[config.mk]
export PLATFORM = sky130hd
export DESIGN_NAME = shift_arbiter
export DESIGN_NICKNAME = d
export VERILOG_FILES = /design/src/rtl/shift_arbiter.sv
export SDC_FILE = /design/constraint.sdc
export NUM_CORES = 1
export LEC_CHECK = 0
export CORE_AREA = 2 2 105 107
export CTS_CLUSTER_DIAMETER = 60
export DETAILED_ROUTE_END_ITERATION = 8
export DIE_AREA = 0 0 107 109
export PLACE_DENSITY = 0.82
export SLEW_MARGIN = 10
export SYNTH_ARGS = -nofsm -noshare
export SYNTH_HDL_FRONTEND = slang
export SYNTH_SLANG_ARGS = --single-unit
[constraint.sdc]
create_clock -name clk -period 3.6 [get_ports clk]
set_input_delay 0.36 -clock clk [delete_from_list [all_inputs] [get_ports clk]]
set_output_delay 0.36 -clock clk [all_outputs]
set_load 0.01 [all_outputs]
[src/rtl/shift_arbiter.sv]
// Round-robin front end for one shared combinational barrel shifter: grants one of
// two requesters, holds its operands on the shifter for SETTLE_CYCLES, returns the result.
module shift_arbiter #(
    parameter int WIDTH         = 32,
    parameter int SETTLE_CYCLES = 2
) (
    input  logic             clk,
    input  logic             rst_n,
    input  logic             req0_valid,
    output logic             req0_ready,
    input  logic [WIDTH-1:0] req0_a,
    input  logic [WIDTH-1:0] req0_b,
    input  logic             req0_logical,
    input  logic             req0_right,
    input  logic             req1_valid,
    output logic             req1_ready,
    input  logic [WIDTH-1:0] req1_a,
    input  logic [WIDTH-1:0] req1_b,
    input  logic             req1_logical,
    input  logic             req1_right,
    output logic [WIDTH-1:0] sh_a,
    output logic [WIDTH-1:0] sh_b,
    output logic             sh_ctl0,
    output logic             sh_ctl1,
    input  logic [WIDTH-1:0] sh_out,
    output logic             rsp_valid,
    input  logic             rsp_ready,
    output logic [WIDTH-1:0] rsp_data,
    output logic             rsp_id
);
    localparam int CNT_W = $clog2(SETTLE_CYCLES) + 1;

    typedef enum logic [1:0] {IDLE, SETTLE, RESP} state_t;

    state_t             state_q, state_d;
    logic               last_grant_q, last_grant_d;
    logic               id_q, id_d;
    logic [CNT_W-1:0]   cnt_q, cnt_d;
    logic [WIDTH-1:0]   sh_a_q, sh_a_d;
    logic [WIDTH-1:0]   sh_b_q, sh_b_d;
    logic               sh_ctl0_q, sh_ctl0_d;
    logic               sh_ctl1_q, sh_ctl1_d;
    logic               rsp_valid_q, rsp_valid_d;
    logic [WIDTH-1:0]   rsp_data_q, rsp_data_d;
    logic               rsp_id_q, rsp_id_d;
    logic               grant;

    // Only the low five bits of the shift amount reach the shifter.
    logic unused_b_bits;
    assign unused_b_bits = ^{req0_b[WIDTH-1:5], req1_b[WIDTH-1:5]};

    // Ties go to the requester that did not own the previous operation.
    always_comb begin
        if (req0_valid && req1_valid) begin
            grant = ~last_grant_q;
        end else begin
            grant = req1_valid;
        end
    end

    // Ready is forced low while reset is held so every output reads 0 in reset.
    assign req0_ready = rst_n && (state_q == IDLE) && !grant && req0_valid;
    assign req1_ready = rst_n && (state_q == IDLE) &&  grant && req1_valid;

    always_comb begin
        state_d      = state_q;
        last_grant_d = last_grant_q;
        id_d         = id_q;
        cnt_d        = cnt_q;
        sh_a_d       = sh_a_q;
        sh_b_d       = sh_b_q;
        sh_ctl0_d    = sh_ctl0_q;
        sh_ctl1_d    = sh_ctl1_q;
        rsp_valid_d  = rsp_valid_q;
        rsp_data_d   = rsp_data_q;
        rsp_id_d     = rsp_id_q;
        case (state_q)
            IDLE: begin
                if (req0_ready || req1_ready) begin
                    sh_a_d    = grant ? req1_a : req0_a;
                    sh_b_d    = {{(WIDTH-5){1'b0}}, (grant ? req1_b[4:0] : req0_b[4:0])};
                    sh_ctl0_d = grant ? req1_logical : req0_logical;
                    sh_ctl1_d = grant ? req1_right : req0_right;
                    id_d      = grant;
                    cnt_d     = CNT_W'(SETTLE_CYCLES - 1);
                    state_d   = SETTLE;
                end
            end
            SETTLE: begin
                if (cnt_q != '0) begin
                    cnt_d = cnt_q - CNT_W'(1);
                end else begin
                    rsp_data_d  = sh_out;
                    rsp_id_d    = id_q;
                    rsp_valid_d = 1'b1;
                    state_d     = RESP;
                end
            end
            RESP: begin
                if (rsp_ready) begin
                    rsp_valid_d  = 1'b0;
                    last_grant_d = id_q;
                    state_d      = IDLE;
                end
            end
            default: state_d = IDLE;
        endcase
    end

    always_ff @(posedge clk or negedge rst_n) begin
        if (!rst_n) begin
            state_q      <= IDLE;
            last_grant_q <= 1'b1;
            id_q         <= 1'b0;
            cnt_q        <= '0;
            sh_a_q       <= '0;
            sh_b_q       <= '0;
            sh_ctl0_q    <= 1'b0;
            sh_ctl1_q    <= 1'b0;
            rsp_valid_q  <= 1'b0;
            rsp_data_q   <= '0;
            rsp_id_q     <= 1'b0;
        end else begin
            state_q      <= state_d;
            last_grant_q <= last_grant_d;
            id_q         <= id_d;
            cnt_q        <= cnt_d;
            sh_a_q       <= sh_a_d;
            sh_b_q       <= sh_b_d;
            sh_ctl0_q    <= sh_ctl0_d;
            sh_ctl1_q    <= sh_ctl1_d;
            rsp_valid_q  <= rsp_valid_d;
            rsp_data_q   <= rsp_data_d;
            rsp_id_q     <= rsp_id_d;
        end
    end

    assign sh_a      = sh_a_q;
    assign sh_b      = sh_b_q;
    assign sh_ctl0   = sh_ctl0_q;
    assign sh_ctl1   = sh_ctl1_q;
    assign rsp_valid = rsp_valid_q;
    assign rsp_data  = rsp_data_q;
    assign rsp_id    = rsp_id_q;

endmodule
After elaboration in Yosys (flattened, before gate mapping)
Index checks and enable logic that the tools add are counted.
Word-level totals
  word-level logic and storage cells: 52
  register bits: 79
  memories: 0
  RAM bits: 0
  output and inout port bits: 102
  latch bits: 0
  input bits: 169
  memory bits (read-only): 0
Cells by class
  multipliers: 0
  reduce and logical (&&, ||, !) cells: 18
  shift-type cells: 0
  div/mod/pow operators: 0
  bitwise operators: 2
  order comparisons: 0
  add/subtract/negate cells: 1
  eq/ne operators: 6
  multiplexer cells: 14
Operators with widths (count)
  2-to-1 mux 32 bit: 1
  AND reduction 3 bit: 3
  2-to-1 mux 2 bit: 4
  logical AND 1 bit: 6
  != test 2 bit (second input constant): 3
  one-hot mux 2 bit (3 select lines): 1
  AND reduction 2 bit: 3
  nonzero test 2 bit: 3
  2-to-1 mux 1 bit: 5
  2-to-1 mux 5 bit: 1
  one-hot mux 2 bit (2 select lines): 1
  == test 2 x 1 -> 1 bit (second input constant): 1
  == test 2 bit (second input constant): 1
  logical NOT 2 bit: 1
  != test 2 x 1 -> 1 bit (second input constant): 1
  inverter 1 bit: 2
  one-hot mux 1 bit (2 select lines): 1
  subtractor 2 x 1 -> 2 bit (second input constant): 1
  logical NOT 1 bit: 1
  logical OR 1 bit: 1

Depth between registers and ports, before layout
  word-level depth: 8
  depth in mapped cells: 6

Worst setup path after synthesis
Ideal clock, no wire load.
  path type: reg2out
  from: reg state_q[0]
  to: out req0_ready
  slack: 2.067 ns
  arrival: 1.173 ns
  path buffers: 0
  data required time: 3.240 ns
  cell stages (with the launch flop): 3
  path through: dfrtp_1 or3b_4 nor3_1
On the way
  cells in the longest elaborated chain, start to end: 4
RTL lines
  start: declaration: line 35  | state_t state_q, state_d;
  start signal: assignment: line 124  | state_q <= state_d;
  logical NOT 2 bit: line 62  | assign req0_ready = rst_n && (state_q == IDLE) && !grant && req0_valid;
  logical AND 1 bit (3 in a row): line 62
  end: declaration: line 10  | output logic req0_ready,
Every way passes these cells.

Final worst setup path
Same ends and word-level chain as after synthesis.

==> results.txt <==
----------------------------------------------------
[Power]
  IR Drop Worst-Case VDD ... 0.506 mV
  Pwr Density ... 788 nW/µm²
  Leak Pwr ... 2.27 nW

[Worst setup path]
  Largest delay contributor family on the critical path ... simple AND/OR/NAND/NOR gates
  Type of element launching the critical path ... flip-flop
  Worst Setup EP ... req0_ready
  Worst reg2reg path depth ... 3
  Worst endpoint required time ... 3240 ps
  Series of cell instances along the critical path ... or3b_4, nor3_1, clkdlybuf4s50_1
  Worst setup path class ... reg -> out
  Cell at the slowest stage of the critical path ... clkdlybuf4s50_1
  Cell count along the critical path ... 3
  Signal arrival time at the worst endpoint ... 2070 ps
  Maximum fanout encountered on the critical timing path ... 7
  Nature of the critical path endpoint ... output pin
  R2r startpoint ... state_q[0]
  Reg-to-Reg End ... sh_a[20]
  R2R Setup Slk ... 1790 ps
  Buffers & Inverters on Critical Path ... 1
  Delay of the slowest critical-path stage ... 590 ps
  Worst setup path start ... state_q[0]

[Timing]
  RSZ-0062 raised after global routing ... no
  Setup Skew ... 9.56 ps
  Fmax ... 411 MHz
  Minimum period implied by the final worst setup slack ... 2430 ps
  Accumulated negative setup slack ... 0 ps
  Final setup violation count ... 0
  Hold violation total from the final report ... 0
  Minimum setup slack in the final design ... 1170 ps
  Total count of max-transition violations in the final report ... 0
  Actual slew at the worst max-slew pin ... 984 ps
  Worst slew margin relative to its limit ... 34.4%
  Tcrit/Tclk final ... 67.6%

[Detailed routing]
  Overall via count from detail_route ... 2,945
  First drt pass iteration count ... 4
  Number of nets with antenna violations after routing ... 0
  Final routed DRC violation total ... 0
  Total wire length ... 9960 µm
  Detailed router's first-iteration violation count ... 100
  DR WL/cell ... 16.7 µm
  Via density ... 4.93

[Logic synthesis]
  Synthesized area per cell ... 13.4 µm²
  Number of storage elements in the synthesis netlist ... 79
  Post-synthesis share of cell area spent on full adders, half adders and majority gates ... 0.345%
  Share of synthesized area occupied by flip-flops and latches ... 54.6%
  Proportion of synthesized area in mux cells ... 10.9%
  Xor/xnor share of the synthesized area ... 0%
  Post-synthesis compound-gate area fraction ... 21.9%
  Predominant post-synthesis flop cell ... dfrtp_1
  Post-Synthesis Cells ... 270
  Post-synthesis cell type count ... 28
  Dominant combinational cell family by area after synthesis ... compound AO/OA/AOI/OAI gates
  Simple-Gate Fraction of Synth Area ... 2.97%
  YS warnings ... 0
  Synth Cell Area ... 3620 µm²
  Share of async-settable or async-resettable flops after synthesis ... 100%
  Post-synth EDFFs ... 0

[Cells and area]
  Antenna cell count ... 0
  Leading cell type in the layout, fill and taps excluded ... clkdlybuf4s50_1
  Commonest non-fill, non-tap cells in the layout ... clkdlybuf4s50_1, dfrtp_1, o32ai_1
  Fraction of layout instances using a drive strength above 1 ... 16.4%
  Total Nets Final ... 622
  Layout-stage area growth over the synthesis result ... 58.3%

[CTS]
  Clk pin slew, worst setup/hold paths ... 80 ps
  CTS H-tree lvls ... 3
  Clock sink total ... 79
  Clock root buffer master ... clkbuf_8
  Clock latency of the later-clocked register in the worst-skew pair ... 340 ps
  Number of setup buffers added after CTS ... 0
  Clock tree from TritonCTS ... done
  Hold-fix buffer count after cts ... 0
  Number of gates resized after cts ... 0
  CTS Buf Count ... 9
  Maximum buffer depth of the clock tree ... 2

[Floorplan]
  Horizontal die dimension ... 107 µm
  Area enclosed by the die boundary ... 11,700 µm²
  Site Rows ... 38
  Height of the chip ... 109 µm
  Area of the core ... 10,600 µm²
  I/O Pins ... 271
  Starting utilization of the core area ... 34.2%

[Placement]
  Final estimated routing congestion in global placement ... 0.717
  # port buffers ... 189
  DP Worst Slack ... 1220 ps
  Estimated wirelength of the detail-placed design ... 6940 µm

[Global routing]
  Antenna violations before repair ... 1
  All-layer global routing usage ... 17.4%
  Global-route wire length before repair ... 15,500 µm
  Total gr overflow ... 0
  Maximum number of pins on one net before global-route repair ... 81
  Vias in the first global route ... 3,088

[Status]
  Result of the run ... finished, final reports clean

[Worst hold path]
  Class of the most critical hold timing path ... in -> async

[Run]
  Number of max-capacitance violations reported ... 0

----------------------------------------------------
==> Yosys cell counts (all sizes together), types with 2 or more instances <==
cell type   n  area [µm²]
clkbuf     14        52.6
nor2        6        38.8
buf        36         273
o32ai      39         342
a2bb2oi    39         410
o21ai       2        10.0
mux2       35         394
nor2b       2        12.5
nand2       3        11.3
dfrtp      78        1950
or3b        2        20.0
inv         3        11.3
==> stage by stage <==
| step | cell area, µm² | hold WS [ps] | instances | util (%) | power [mW] |
|---|---|---|---|---|---|
| after floorplan | 3720 | 64.4 | 296 | - | 2.71 |
| after global placement | 5520 | 487 | 581 | 52.1 | 3.77 |
| after detailed placement | 5520 | 491 | 581 | 52.1 | 3.85 |
| after CTS | 5740 | 307 | 597 | 54.1 | 4.59 |
| after global routing | 5740 | 361 | 597 | 54.1 | 4.81 |
| final | 5740 | 279 | 597 | 54.1 | 4.52 |
==> how the worst min path moves through the flow <==
stage / start / end / slack, ps / cells after the start
global placement: rsp_data[31] / rsp_data[31] / 490 / 1
floorplan: rst_n / cnt_q[0] / 60 / 0
global route: rst_n / sh_b[1] / 360 / 2
CTS: rst_n / sh_a[26] / 310 / 2
detailed placement: rsp_data[14] / rsp_data[14] / 490 / 1
finish: rst_n / sh_a[26] / 280 / 2
==> report_power, final <==
group          total [mW]  switching [mW]  internal [mW]  leakage [nW]
clock               0.705           0.308          0.397         0.109
combinational        2.24           0.879           1.36          1.27
sequential           1.58           0.248           1.33         0.890
==> layer usage <==
metal / track usage [%] / part of all wire (%) / vias up
li1: - / - / 1354
met1: 19.2 / 38 / 1416
met2: 30.0 / 51 / 156
met3: 6.34 / 9.2 / 17
met4: 7.88 / 2.1 / 2
met5: 0 / 0.13 / -
==> area by class of cell <==
| class | count | area, µm² |
|---|---|---|
| sequential | 79 | 1980 |
| fill | 875 | 4860 |
| tap | 140 | 175 |
| clock inverter | 2 | 37.5 |
| timing repair buffer | 195 | 1930 |
| clock buffer | 14 | 183 |
| inverter | 3 | 11.3 |
| multi-input combinational | 164 | 1420 |
==> flip-flops by register name, summed over array words and instances (netlist names) <==
register      cells
sh_a             32
rsp_valid         1
state_q           2
sh_ctl1           1
sh_ctl0           1
sh_b              5
id_q              1
cnt_q             2
last_grant_q      1
rsp_id            1
rsp_data         32
==> cells by family after synthesis <==
kind of cell	after synthesis
compound gates	84
flops	79
buf+inv	53
mux	35
simple gates	17
fa+ha+maj	1
other cells	1
No activity file was read; power rests on OpenSTA's default activity.
